===== config.mk =====
export PLATFORM = sky130hd
export DESIGN_NAME = sipo_spi_rx
export DESIGN_NICKNAME = d
export VERILOG_FILES = /design/src/rtl/sipo_spi_rx.sv
export SDC_FILE = /design/constraint.sdc
export NUM_CORES = 1
export LEC_CHECK = 0
export CAP_MARGIN = 25
export CORE_AREA = 10 10 69 66
export CTS_CLUSTER_DIAMETER = 30
export DETAILED_ROUTE_END_ITERATION = 8
export DIE_AREA = 0 0 79 76
export PLACE_DENSITY = 0.63
export SYNTH_ARGS = -nofsm -noshare
export SYNTH_HDL_FRONTEND = slang
export SYNTH_SLANG_ARGS = --single-unit

===== constraint.sdc =====
create_clock -name clk -period 1.55 [get_ports clk]
set_clock_uncertainty 0.15 [all_clocks]
set_input_delay 0.155 -clock clk [delete_from_list [all_inputs] [get_ports clk]]
set_output_delay 0.155 -clock clk [all_outputs]
set_load 0.02 [all_outputs]

===== src/rtl/sipo_spi_rx.sv =====
// SPI mode-0 serial-in/parallel-out word receiver, oversampled in the clk domain.
// Completed words are offered on a valid/ready handshake with overrun and framing-error flags.
//
//   state    | meaning
//   ---------+-----------------------------------------------------------
//   ST_IDLE  | synchronized cs_L high; bit count and shift register held at 0
//   ST_SHIFT | frame open; mosi shifted in MSB-first on each detected sclk rise
module sipo_spi_rx #(
    parameter int DATA_W      = 8,
    parameter int SYNC_STAGES = 2
) (
    input  logic              clk,
    input  logic              rst_L,
    input  logic              sclk,
    input  logic              mosi,
    input  logic              cs_L,
    output logic [DATA_W-1:0] po,
    output logic              po_valid,
    input  logic              po_ready,
    output logic              overrun,
    input  logic              clr_ovr,
    output logic              frame_err,
    output logic              busy
);

    localparam int                CNT_W = (DATA_W > 2) ? $clog2(DATA_W) : 1;
    localparam logic [CNT_W-1:0] LAST  = CNT_W'(DATA_W - 1);

    typedef enum logic {ST_IDLE, ST_SHIFT} state_t;

    state_t                 r_state;
    state_t                 w_state_nxt;
    logic [SYNC_STAGES-1:0] r_sclk_sync;
    logic [SYNC_STAGES-1:0] r_mosi_sync;
    logic [SYNC_STAGES-1:0] r_cs_sync;
    logic                   r_sclk_d;
    logic [DATA_W-1:0]      r_shift;
    logic [CNT_W-1:0]       r_count;
    logic [DATA_W-1:0]      r_po;
    logic                   r_po_valid;
    logic                   r_overrun;
    logic                   r_frame_err;

    logic                   w_sclk_s;
    logic                   w_mosi_s;
    logic                   w_cs_s;
    logic                   w_rise;
    logic                   w_shift_en;
    logic                   w_abort;
    logic                   w_word_done;
    logic [DATA_W-1:0]      w_word;

    // cs_L synchronizer resets high so the block comes out of reset deselected.
    always_ff @(posedge clk or negedge rst_L) begin
        if (!rst_L) begin
            r_sclk_sync <= '0;
            r_mosi_sync <= '0;
            r_cs_sync   <= '1;
            r_sclk_d    <= 1'b0;
        end else begin
            r_sclk_sync <= {r_sclk_sync[SYNC_STAGES-2:0], sclk};
            r_mosi_sync <= {r_mosi_sync[SYNC_STAGES-2:0], mosi};
            r_cs_sync   <= {r_cs_sync[SYNC_STAGES-2:0], cs_L};
            r_sclk_d    <= w_sclk_s;
        end
    end

    assign w_sclk_s = r_sclk_sync[SYNC_STAGES-1];
    assign w_mosi_s = r_mosi_sync[SYNC_STAGES-1];
    assign w_cs_s   = r_cs_sync[SYNC_STAGES-1];
    assign w_rise   = w_sclk_s & ~r_sclk_d;

    always_ff @(posedge clk or negedge rst_L) begin
        if (!rst_L) begin
            r_state <= ST_IDLE;
        end else begin
            r_state <= w_state_nxt;
        end
    end

    always_comb begin
        w_state_nxt = r_state;
        case (r_state)
            ST_IDLE:  if (!w_cs_s) w_state_nxt = ST_SHIFT;
            ST_SHIFT: if (w_cs_s)  w_state_nxt = ST_IDLE;
            default:  w_state_nxt = ST_IDLE;
        endcase
    end

    always_comb begin
        w_shift_en = 1'b0;
        w_abort    = 1'b0;
        case (r_state)
            ST_SHIFT: begin
                w_shift_en = ~w_cs_s & w_rise;
                w_abort    = w_cs_s;
            end
            default: ;
        endcase
    end

    assign w_word_done = w_shift_en & (r_count == LAST);
    assign w_word      = {r_shift[DATA_W-2:0], w_mosi_s};

    always_ff @(posedge clk or negedge rst_L) begin
        if (!rst_L) begin
            r_shift     <= '0;
            r_count     <= '0;
            r_frame_err <= 1'b0;
        end else begin
            r_frame_err <= w_abort & (r_count != '0);
            if (w_abort || (r_state == ST_IDLE)) begin
                r_shift <= '0;
                r_count <= '0;
            end else if (w_shift_en) begin
                r_shift <= w_word;
                r_count <= w_word_done ? '0 : r_count + 1'b1;
            end
        end
    end

    // A word landing while the old one is being accepted replaces it without loss.
    always_ff @(posedge clk or negedge rst_L) begin
        if (!rst_L) begin
            r_po       <= '0;
            r_po_valid <= 1'b0;
            r_overrun  <= 1'b0;
        end else begin
            if (w_word_done) begin
                if (!r_po_valid || po_ready) begin
                    r_po       <= w_word;
                    r_po_valid <= 1'b1;
                end
            end else if (r_po_valid && po_ready) begin
                r_po_valid <= 1'b0;
            end

            if (w_word_done && r_po_valid && !po_ready) begin
                r_overrun <= 1'b1;
            end else if (clr_ovr) begin
                r_overrun <= 1'b0;
            end
        end
    end

    assign po        = r_po;
    assign po_valid  = r_po_valid;
    assign overrun   = r_overrun;
    assign frame_err = r_frame_err;
    assign busy      = ~w_cs_s;

endmodule


==> results of run 1 <==
## per-stage QoR
stage | util | total power [mW]
final | 0.440 | 1.30
after global routing | 0.440 | 1.37
after CTS | 0.439 | 1.32
after detailed placement | 0.414 | 0.849
after global placement | 0.414 | 0.846
after floorplan | - | 0.806
## power by group through the flow
stage / clock [mW] / sequential, mW / combinational, mW
floorplan: 0 / 0.791 / 0.0158
global placement: 0 / 0.791 / 0.0555
detailed placement: 0 / 0.792 / 0.0568
CTS: 0.489 / 0.777 / 0.0561
global route: 0.532 / 0.779 / 0.0604
finish: 0.472 / 0.777 / 0.0535
## state kept, by name, indices dropped and copies added (netlist names), 2 cells and up
| register | cells |
|---|---|
| r_mosi_sync | 2 |
| r_shift | 7 |
| r_cs_sync | 2 |
| po | 8 |
| r_count | 3 |
| r_sclk_sync | 2 |
## worst paths after layout
path | cells after the start | slack, ns | endpoint
setup / recovery | 3 | 0.009 | po[1]
setup reg to reg | 3 | 0.009 | po[1]
hold / removal | 2 | 0.05 | r_shift[5]
hold reg to reg | 0 | 0.20 | r_sclk_sync[1]
max in group asynchronous | 2 | 0.88 | r_cs_sync[0]
min in group clk | 1 | 0.09 | r_cs_sync[0]
## metal layers
metal,GRT usage,vias up,wire (um)
li1,-,297,-
met1,0.0787,323,886
met2,0.104,22,940
met3,0.0495,2,176
met4,0.0323,0,14
met5,0,-,0
## kinds of logic (layout without fill, tap and decap cells)
group	after synthesis	after routing
buffers and inverters	8	38
adder cells (fa/ha/maj)	3	3
multiplexers	8	8
AO/OA/AOI/OAI	12	12
flip-flops	29	29
AND/OR/NAND/NOR	9	9
## worst register-to-register path, stage by stage, from the launching register on
cell	delay, ns
sky130_fd_sc_hd__dfstp_2	0.55
sky130_fd_sc_hd__and4bb_2	0.26
sky130_fd_sc_hd__nand3_4	0.15
sky130_fd_sc_hd__mux2_4	0.32
## cell type report
cell class	count	area share
Tap cell	44	0.0390
Inverter	6	0.0160
Timing Repair Buffer	24	0.146
Clock buffer	8	0.0417
Sequential cell	29	0.516
Multi-Input combinational cell	32	0.240
## cells in the mapped netlist, drive strengths merged
cell    number  area [um^2]
dfrtp       27          676
a22o         8         70.1
mux2         8         90.1
inv          6         22.5
ha           3         37.5
nand2        3         11.3
dfstp        2         52.6
nand2b       2         12.5
nand3        2         22.5
a21bo        1         10.0
a21oi        1         5.00
a32o         1         10.0
and3         1         6.26
and4bb       1         12.5
buf          1         5.00
clkbuf       1         3.75
o22ai        1         6.26
## what timing repair did
item | in CTS | in global routing
resized for setup | 23 | 2
setup endpoints to repair | 20 | 10
hold buffers | 0 | 0
pin swaps | 2 | 0
==> reports/results.tsv, run 1 <==
metric	value	unit
result of the run	finished, final reports clean	
Die Width	79	um
CTS Buffer Depth	2	
maximum fanout along the worst path	8	
largest net degree at the start of global routing	30	
smallest hold slack	0.0536	ns
Warnings, synthesis	0	
proportion of power drawn by combinational gates	0.041	
Detail Route Antenna Nets	0	
required time worst endpoint	1.60	ns
critical path's top delay family	flip-flops	
GP Congestion	0.688	
number of antenna cells inserted	0	
Synth Instances	69	
initial cell density of the core	0.329	
crit path kind	reg2reg	
Seq cells post-synth	29	
min cycle time layout	1.54	ns
initial detailed-routing violation count	47	
portion of netlist area occupied by mux cells	0.0855	
antenna violations before repair	0	
clock sink count	29	
largest family of logic cells by synthesized area	compound AO/OA/AOI/OAI gates	
Wirelength per Cell	14.1	um
Worst setup EP type	flop	
Max transition margin	0.739	
worst setup slack after placement	-0.0141	ns
max frequency	0.649	GHz
Final Instance Area	0.00141	mm^2
worst path arrival time	1.60	ns
reg2reg start	r_cs_sync[1]	
net count after synthesis	79	
vias in the first global route	714	
Hold WC Path Type	in2async	
maximum cell stage delay along the critical path	0.55	ns
core area	0.00320	mm^2
xor/xnor share of the synthesized area	0	
Flop pwr share	0.596	
setup repair bufs after CTS	0	
number of I/O port buffers	18	
number of ports placed on the die boundary	19	
average instance area after synthesis	15.3	um^2
Least-Margin Pin Slew	0.392	ns
layout filler cell count	328	
overall global routing resource usage	0.0721	
final cell count without fillers	143	
number of H-tree levels	2	
slowest stage cell, crit path	sky130_fd_sc_hd__dfstp_2	
worst path buffer plus inverter count	0	
fraction of final layout cells sized beyond drive strength 1	0.283	
detail-routed via count per cell	4.50	
share of the clock period used by the worst path after layout	0.994	
clock transition at the register clock pins on the worst setup and hold paths after CTS	0.09	ns
Critical path origin	r_cs_sync[1]	
final worst slack	0.00896	ns
sequential area share after synthesis	0.691	
floorplan row count	20	
area of the multi-input gates	339	um^2
clk_lat worst skew	0.32	ns
area taken by flip-flops and latches	728	um^2
synthesized-area fraction occupied by and/or/nand/nor cells	0.0618	
CTS tree	built	
relative contribution of the clock network to total power	0.363	
total congestion overflow after global routing	0	
NumNets Final	108	
netlist area before placement	0.00105	mm^2
worst path cell trace	and4bb_2 -> nand3_4 -> mux2_4	
sw frac	0.218	
Hold Vio Cnt, Final	0	
Residual DRC	0	
Setup crit start kind	flop	
worst supply voltage drop on vdd	429	uV
number of max-slew violations in the final report	0	
die area	0.00600	mm^2
DIE HEIGHT	76	um
max-cap check violation count	0	
commonest cells after routing, fill and taps aside	27 x sky130_fd_sc_hd__dfrtp_1, 11 x sky130_fd_sc_hd__dlygate4sd2_1, 8 x sky130_fd_sc_hd__a22o_1, 8 x sky130_fd_sc_hd__mux2_4	
leakage power total	0.729	nW
HPWL Detailed	1340	um
aggregate routed wire length	2020	um
via count	644	
Psw	284	uW
power density of the placed cells	924	mW/mm^2
growth of design area from synthesis to finish	33.8	%
Finish-stage setup viols	0	
CTS root buf	sky130_fd_sc_hd__clkbuf_4	
Setup TNS Final	0	ns
TritonRoute pass-1 iters	4	
compound-gate portion of the synthesized area	0.0962	
most common cell after layout, fill and taps aside	sky130_fd_sc_hd__dfrtp_1	
Post-DP Area	0.00133	mm^2
cts bufs inserted	5	
synthesized-area fraction occupied by adder cells	0.0356	
Internal Pwr Total	1.02	mW
count of distinct cell types in the synthesized netlist	18	
Placed Cells	135	
first-pass GRT wire length	3370	um
setup repair after global routing missed its margin	yes	
Power figures use the tool's default switching activity.
==> run 2, diff against run 1 <==
--- a/config.mk
+++ b/config.mk
@@ -6,11 +6,13 @@
 export NUM_CORES = 1
 export LEC_CHECK = 0
 export CAP_MARGIN = 25
-export CORE_AREA = 10 10 69 66
+export CELL_PAD_IN_SITES_DETAIL_PLACEMENT = 1
+export CELL_PAD_IN_SITES_GLOBAL_PLACEMENT = 1
+export CORE_AREA = 10 10 68 64
 export CTS_CLUSTER_DIAMETER = 30
 export DETAILED_ROUTE_END_ITERATION = 8
-export DIE_AREA = 0 0 79 76
-export PLACE_DENSITY = 0.63
+export DIE_AREA = 0 0 78 74
+export PLACE_DENSITY = 0.76
 export SYNTH_ARGS = -nofsm -noshare
 export SYNTH_HDL_FRONTEND = slang
 export SYNTH_SLANG_ARGS = --single-unit
==> run 2 against run 1 <==
  * The flow now finishes with violations (negative setup slack)
  * Critical path depth unchanged
  * Utilization grew 4.0 points
  * Routed wire length increased by 6.8%
  * Clock-buffer cell count shrank 1
  * Combinational power rose by 7.3%
  * Power up 3.6%
  * Largest cell class unchanged
  * Largest power group unchanged
==> reports/results.tsv, run 2 (synthesis results as in run 1) <==
metric	value	unit
result of the run	finished, violations left	
violated checks	negative setup slack	
Setup crit start kind	flop	
required time worst endpoint	1.60	ns
layout filler cell count	326	
DIE HEIGHT	74	um
antenna violations before repair	0	
worst path arrival time	1.62	ns
via count	645	
commonest cells after routing, fill and taps aside	27 x sky130_fd_sc_hd__dfrtp_1, 11 x sky130_fd_sc_hd__dlygate4sd2_1, 8 x sky130_fd_sc_hd__a22o_1, 8 x sky130_fd_sc_hd__mux2_4, 7 x sky130_fd_sc_hd__buf_4	
area of the multi-input gates	340	um^2
endpoint of the worst-slack reg-to-reg timing path	po[2]	
number of max-slew violations in the final report	0	
slowest stage cell, crit path	sky130_fd_sc_hd__dfstp_2	
aggregate routed wire length	2160	um
initial cell density of the core	0.355	
CTS root buf	sky130_fd_sc_hd__clkbuf_4	
maximum fanout along the worst path	8	
growth of design area from synthesis to finish	35.5	%
clock sink count	29	
number of ports placed on the die boundary	19	
Worst R2R Path Depth	3	
Crit. path cell count	3	
FF-to-FF setup slack	-0.02	ns
worst setup slack after placement	-0.0410	ns
Worst setup EP type	flop	
core area	0.00297	mm^2
most common cell after layout, fill and taps aside	sky130_fd_sc_hd__dfrtp_1	
die area	0.00577	mm^2
min cycle time layout	1.57	ns
final cell count without fillers	142	
vias in the first global route	692	
Wirelength per Cell	15.2	um
setup repair after global routing missed its margin	yes	
overall global routing resource usage	0.0827	
number of I/O port buffers	18	
worst supply voltage drop on vdd	514	uV
worst path cell trace	and4bb_2 -> nand3_4 -> mux2_4	
number of antenna cells inserted	0	
CTS Buffer Depth	2	
maximum cell stage delay along the critical path	0.54	ns
total congestion overflow after global routing	0	
detail-routed via count per cell	4.54	
Least-Margin Pin Slew	0.363	ns
area taken by flip-flops and latches	728	um^2
Max transition margin	0.758	
Residual DRC	0	
first-pass GRT wire length	3590	um
leakage power total	0.744	nW
smallest hold slack	0.0531	ns
cts bufs inserted	5	
capture point of the critical path	po[2]	
Hold WC Path Type	in2async	
Placed Cells	133	
Detail Route Antenna Nets	0	
clock transition at the register clock pins on the worst setup and hold paths after CTS	0.09	ns
TritonRoute pass-1 iters	2	
critical path's top delay family	flip-flops	
final worst slack	-0.0156	ns
flip-flop count of the largest register, all copies and words added	8	
clk_lat worst skew	0.33	ns
Die Width	78	um
largest net degree at the start of global routing	30	
HPWL Detailed	1480	um
max-cap check violation count	0	
Hold Vio Cnt, Final	0	
crit path kind	reg2reg	
power density of the placed cells	945	mW/mm^2
CTS tree	built	
Finish-stage setup viols	4	
number of H-tree levels	2	
NumNets Final	109	
initial detailed-routing violation count	35	
worst path buffer plus inverter count	0	
floorplan row count	19	
fraction of final layout cells sized beyond drive strength 1	0.320	
Critical path origin	r_cs_sync[1]	
hold-fix buffers at CTS	0	
max frequency	0.639	GHz
reg2reg start	r_cs_sync[1]	
share of the clock period used by the worst path after layout	1.01	
GP Congestion	0.698	
## run 2: changes by cell type in the layout (fill, tap and decap cells not counted)
cell	change
sky130_fd_sc_hd__clkbuf_2	-1
sky130_fd_sc_hd__clkbuf_1	-2
sky130_fd_sc_hd__and3_1	-1
sky130_fd_sc_hd__and3_2	+1
sky130_fd_sc_hd__clkbuf_8	+1
sky130_fd_sc_hd__buf_2	+1
sky130_fd_sc_hd__buf_4	+1
sky130_fd_sc_hd__clkinv_2	+1
## run 2: how the worst min path moves through the flow
stage | to | slack [ns] | cells after the start
5_1_grt | r_cs_sync[0] | 0.06 | 1
6_report | r_shift[5] | 0.05 | 2
3_5_place_dp | r_mosi_sync[1] | 0.19 | 0
2_1_floorplan | frame_err | -0.29 | 0
3_3_place_gp | r_mosi_sync[1] | 0.18 | 0
4_1_cts | po[7] | 0.05 | 2
## run 2: repair_timing
item | CTS | global route
cloned | 0 | 0
gates resized for setup | 25 | 2
hold endpoints to repair | 0 | 0
endpoints found under the setup margin | 20 | 17
pin swaps | 1 | 1
setup buffers | 1 | 0
## run 2: through the flow
stage | TNS [ns] | power (mW) | util | cell area [um^2]
after floorplan | 0 | 0.806 | - | 1050
after global placement | -0.233 | 0.848 | 0.445 | 1320
after detailed placement | -0.279 | 0.851 | 0.445 | 1320
after CTS | -0.0235 | 1.38 | 0.477 | 1420
after global routing | -0.266 | 1.42 | 0.480 | 1430
final | -0.0373 | 1.35 | 0.480 | 1430
## run 2: layer usage
metal | vias up | GRT usage | wire (um)
li1 | 297 | - | -
met1 | 327 | 0.104 | 1030
met2 | 19 | 0.115 | 945
met3 | 2 | 0.0494 | 148
met4 | 0 | 0.0298 | 31
met5 | - | 0 | 0
## run 2: area by class of cell
cell class	instances	area share
Sequential cell	29	0.510
Clock buffer	7	0.0456
Inverter	6	0.0158
Timing Repair Buffer	25	0.150
Multi-Input combinational cell	32	0.238
Clock inverter	1	0.00351
Tap cell	42	0.0368
## run 2: power breakdown
| part | internal (mW) | total (mW) | switching, mW |
|---|---|---|---|
| Clock | 0.262 | 0.515 | 0.253 |
| Combinational | 0.0268 | 0.0574 | 0.0306 |
| Sequential | 0.771 | 0.777 | 0.00654 |
| Total | 1.06 | 1.35 | 0.290 |
